==> src/rtl/writeback_trap.sv <==
// Writeback/trap stage: commits register and CSR writes, arbitrates interrupts
// against synchronous exceptions, and squashes wrong-path work after a redirect.
module writeback_trap #(
  parameter int unsigned FLUSH_DEPTH = 3
) (
  input  logic        clk,
  input  logic        reset,
  input  logic        valid_in,
  input  logic [31:0] pc_in,
  input  logic [4:0]  rd_address_in,
  input  logic [31:0] rd_data_in,
  input  logic        rd_write_in,
  input  logic [1:0]  csr_op_in,
  input  logic [11:0] csr_address_in,
  input  logic [31:0] csr_old_in,
  input  logic [31:0] csr_operand_in,
  input  logic        exception_in,
  input  logic [3:0]  exception_cause_in,
  input  logic        mret_in,
  input  logic        eip,
  input  logic        tip,
  input  logic        sip,
  output logic        reg_write_enable,
  output logic [4:0]  reg_write_address,
  output logic [31:0] reg_write_data,
  output logic        csr_write_enable,
  output logic [11:0] csr_write_address,
  output logic [31:0] csr_write_data,
  output logic        retired,
  output logic        traped,
  output logic        mret,
  output logic [31:0] ecp,
  output logic [3:0]  trap_cause,
  output logic        interupt,
  output logic        flush,
  output logic        redirect_trap,
  output logic        redirect_mret
);

  localparam logic [1:0] CSR_NONE = 2'b00;
  localparam logic [1:0] CSR_RW   = 2'b01;
  localparam logic [1:0] CSR_RS   = 2'b10;
  localparam logic [3:0] FLUSH_LOAD = 4'(FLUSH_DEPTH);

  typedef enum logic {RUN, FLUSH} state_t;

  state_t      state;
  logic [3:0]  flush_count;

  logic        irq_pending;
  logic [3:0]  irq_cause;
  logic [31:0] csr_next;
  logic        csr_write_next;

  // Machine external beats software beats timer.
  always_comb begin
    irq_pending = eip | tip | sip;
    irq_cause   = 4'd7;
    if (eip)
      irq_cause = 4'd11;
    else if (sip)
      irq_cause = 4'd3;
  end

  // Set/clear with a zero operand must leave the CSR untouched (no side effects).
  always_comb begin
    csr_next       = csr_operand_in;
    csr_write_next = 1'b0;
    case (csr_op_in)
      CSR_RW: begin
        csr_next       = csr_operand_in;
        csr_write_next = 1'b1;
      end
      CSR_RS: begin
        csr_next       = csr_old_in | csr_operand_in;
        csr_write_next = (csr_operand_in != 32'd0);
      end
      default: begin
        csr_next       = csr_old_in & ~csr_operand_in;
        csr_write_next = (csr_op_in != CSR_NONE) && (csr_operand_in != 32'd0);
      end
    endcase
  end

  always_ff @(posedge clk or posedge reset) begin
    if (reset) begin
      state             <= RUN;
      flush_count       <= 4'd0;
      reg_write_enable  <= 1'b0;
      reg_write_address <= 5'd0;
      reg_write_data    <= 32'd0;
      csr_write_enable  <= 1'b0;
      csr_write_address <= 12'd0;
      csr_write_data    <= 32'd0;
      retired           <= 1'b0;
      traped            <= 1'b0;
      mret              <= 1'b0;
      ecp               <= 32'd0;
      trap_cause        <= 4'd0;
      interupt          <= 1'b0;
      flush             <= 1'b0;
      redirect_trap     <= 1'b0;
      redirect_mret     <= 1'b0;
    end else begin
      reg_write_enable <= 1'b0;
      csr_write_enable <= 1'b0;
      retired          <= 1'b0;
      traped           <= 1'b0;
      mret             <= 1'b0;
      interupt         <= 1'b0;
      flush            <= 1'b0;
      redirect_trap    <= 1'b0;
      redirect_mret    <= 1'b0;
      case (state)
        RUN: begin
          if (valid_in) begin
            if (irq_pending || exception_in) begin
              traped        <= 1'b1;
              interupt      <= irq_pending;
              ecp           <= pc_in;
              trap_cause    <= irq_pending ? irq_cause : exception_cause_in;
              flush         <= 1'b1;
              redirect_trap <= 1'b1;
              state         <= FLUSH;
              flush_count   <= FLUSH_LOAD;
            end else if (mret_in) begin
              mret          <= 1'b1;
              retired       <= 1'b1;
              flush         <= 1'b1;
              redirect_mret <= 1'b1;
              state         <= FLUSH;
              flush_count   <= FLUSH_LOAD;
            end else begin
              retired           <= 1'b1;
              reg_write_enable  <= rd_write_in && (rd_address_in != 5'd0);
              reg_write_address <= rd_address_in;
              reg_write_data    <= (csr_op_in != CSR_NONE) ? csr_old_in : rd_data_in;
              csr_write_enable  <= csr_write_next;
              csr_write_address <= csr_address_in;
              csr_write_data    <= csr_next;
            end
          end
        end
        FLUSH: begin
          flush_count <= flush_count - 4'd1;
          if (flush_count <= 4'd1)
            state <= RUN;
        end
        default: state <= RUN;
      endcase
    end
  end

endmodule

==> config.mk <==
export PLATFORM = sky130hd
export DESIGN_NAME = writeback_trap
export DESIGN_NICKNAME = d
export VERILOG_FILES = /design/src/rtl/writeback_trap.sv
export SDC_FILE = /design/constraint.sdc
export NUM_CORES = 1
export LEC_CHECK = 0
export CAP_MARGIN = 20
export CORE_MARGIN = 4
export CORE_UTILIZATION = 38
export CTS_BUF_LIST = sky130_fd_sc_hd__clkbuf_16
export CTS_CLUSTER_SIZE = 14
export DETAILED_ROUTE_END_ITERATION = 7
export PLACE_DENSITY = 0.78
export RECOVER_POWER = 50
export SYNTH_ARGS = -nofsm -noshare
export SYNTH_HDL_FRONTEND = slang
export SYNTH_SLANG_ARGS = --single-unit
==> constraint.sdc <==
create_clock -name clk -period 4.33 [get_ports clk]
set_clock_uncertainty 0.05 [all_clocks]
set_input_delay 0.6495 -clock clk [delete_from_list [all_inputs] [get_ports clk]]
set_output_delay 0.6495 -clock clk [all_outputs]
set_load 0.01 [all_outputs]
==> flow_summary.toml <==
[setup_path]
endpoint = "ecp[26]"
worstSetupPathType = "primary input to flip-flop"
reg2reg_from = "state"
reg2reg_setup_slack_ps = 1350
required_ps = 4580
startpoint_type = "primary input"
arrival_ps = 3530
path_max_fanout = 31
reg2reg_depth = 4
crit_start = "eip"
cp-end-kind = "flip-flop"
reg2reg_to = "ecp[26]"

[sta]
worst_pin_slew_ps = 2752
rsz0062_at_grt = "no"
hold_violations = 0
drv_slew = 92
tns_ps = 0
post-route-min-period_ps = 3286
fin_crit_sh_pct = 75.88
setup_viol = 0
max_freq_ghz = 0.3043
maxSlewHeadroom_pct = -84.47

[power_and_ir_drop]
power_density_nw_per_um2 = 466.7
ir_worst_vdd_mv = 0.3011
p_leak_nw = 4.445

[grt]
grt_antenna_before_repair = 0
grt_pass1_vias = 5563
gr-usage-all-layers_pct = 20.62
grt_overflow = 0
grt_max_degree = 119
grt_pass1_wl_um = 31330

[layout]
multi_input_area_um2 = 2935
final_common_cell = "clkdlybuf4s50_1"
fin_util_pct = 60.26
antenna_cells = 0
drive_above_1_share_pct = 22.77
final_cell_mix = "clkdlybuf4s50_1 (233), dfrtp_1 (129), mux2_4 (79)"
area_growth_pct = 54.88
nets = 916
seq_area_um2 = 3228
fillers = 1296

[routing]
final_antenna_net_count = 0
routedWlPerCell_um = 20.17
drt_iter0_drc = 116
wirelength_um = 19850
vias_per_cell = 4.998
drtPass1Iterations = 4
vias = 4918
drc = 0

[synthesis]
synth_area_um2 = 6475
synth-edff-count = 0
async_reset_ff_share_pct = 100.0
synthCells = 468
syn_nets = 633
yosysUniqueCellTypes = 37
syn_avg_cell_area_um2 = 13.84
ys_warn_count = 0
synthFlopType = "dfrtp_1"
yosysSeqAreaShare_pct = 49.86
synth_seq_cells = 129

[floorplanning]
placementRows = 47
dieArea_um2 = 19190
start_util_pct = 38.91
core_area_um2 = 16640
ioPinCount = 286
dieWidth_um = 138.5
die_h_um = 138.5

[cts]
cts-root-buf = "clkbuf_16"
clockBufferDepth = 2
cts_made_buffers = 17
clkTransAtPathRegs_ps = 60
cts_setup_buffers = 0
cts_tree = "yes"
htree_num_levels = 4
clkLatencyLatePin_ps = 410
holdBufCountCts = 0
ctsResizeCount = 0
cts_sinks = 129

[job]
cap_violations = 2

[outcome]
violations = "capacitance limit, slew limit"
outcome = "complete, but fails checks"

[placed_design]
port_buffers = 285
dp_hpwl_um = 14500
globalplace.congestion = 0.8683

[hold_path]
hold_class = "flip-flop to flip-flop"
-- report_power, final --
part,switching (mW),internal (mW)
combinational,0.562,0.915
clock,0.559,0.959
sequential,0.182,1.50
-- cell families after synthesis --
family,count (synthesis),share of synthesized area (%)
mux,179,35.07
flops,129,49.86
simple gates,70,5.314
compound gates,47,4.039
buf+inv,38,4.753
fa+ha+maj,5,0.9662
-- flip-flops by register name, summed over array words and instances (netlist names), 4 cells and up --
register,flops
csr_write_address,12
csr_write_data,32
ecp,32
flush_count,4
reg_write_address,5
reg_write_data,32
trap_cause,4
-- worst min path at each step --
stage | cells after the start | start | end | slack (ps)
final | 1 | csr_write_address[11] | csr_write_address[11] | 450
after global routing | 1 | reg_write_data[15] | reg_write_data[15] | 460
after CTS | 1 | reg_write_data[14] | reg_write_data[14] | 450
after detailed placement | 1 | reg_write_data[14] | reg_write_data[14] | 440
after global placement | 1 | reg_write_data[15] | reg_write_data[15] | 420
after floorplan | 2 | flush_count[3] | state | 460
-- through the flow --
| step | cells | total power [mW] | hold slack (ps) | cell area [um^2] | setup slack [ps] |
|---|---|---|---|---|---|
| global placement | 951 | 3.162 | 423.1 | 9404 | 1234 |
| floorplan | 468 | 2.337 | 464.3 | 6475 | 189.5 |
| global route | 984 | 4.913 | 460.8 | 10030 | 878.7 |
| detailed placement | 951 | 3.223 | 437.9 | 9404 | 1206 |
| finish | 984 | 4.681 | 449.3 | 10030 | 1044 |
| CTS | 983 | 4.771 | 450.7 | 10020 | 1642 |
-- critical path, stage by stage --
cell and delay, ps:
dlygate4sd3_1 640, nor4_1 130, nor2_1 430, clkbuf_1 1220, mux2_2 450
-- area by class of cell --
class | instances | area share [%]
inverters | 9 | 0.3493
repair buffers | 293 | 29.30
clock buffers | 17 | 4.242
flip-flops and latches | 129 | 32.19
clock inverters | 15 | 1.909
well taps | 220 | 2.745
multi-input cells | 301 | 29.27
-- routing by layer --
layer / vias to the layer above / global-route usage (%) / part of all wire, %
met3: 30 / 8.379 / 8.8
met1: 2408 / 24.27 / 40
met4: 0 / 6.916 / 2.4
li1: 2254 / - / -
met2: 226 / 34.40 / 48
met5: - / 0 / 0
-- cells in the mapped netlist, types with 2 or more instances --
cell type,number,area [um^2]
a21oi_1,35,175.2
buf_12,9,180.2
buf_2,3,15.01
buf_4,2,15.01
clkbuf_1,14,52.55
dfrtp_1,129,3228
ha_1,5,62.56
inv_1,9,33.78
mux2_1,13,146.4
mux2_2,54,608.1
mux2_4,79,1186
mux2i_1,33,330.3
nand2_1,34,127.6
nand2b_1,2,12.51
nor2_1,11,41.29
nor3_1,4,20.02
nor4_1,7,43.79
o21ai_0,4,20.02
o31ai_1,2,15.01
or3_1,2,12.51
Power figures use the tool's default switching activity.
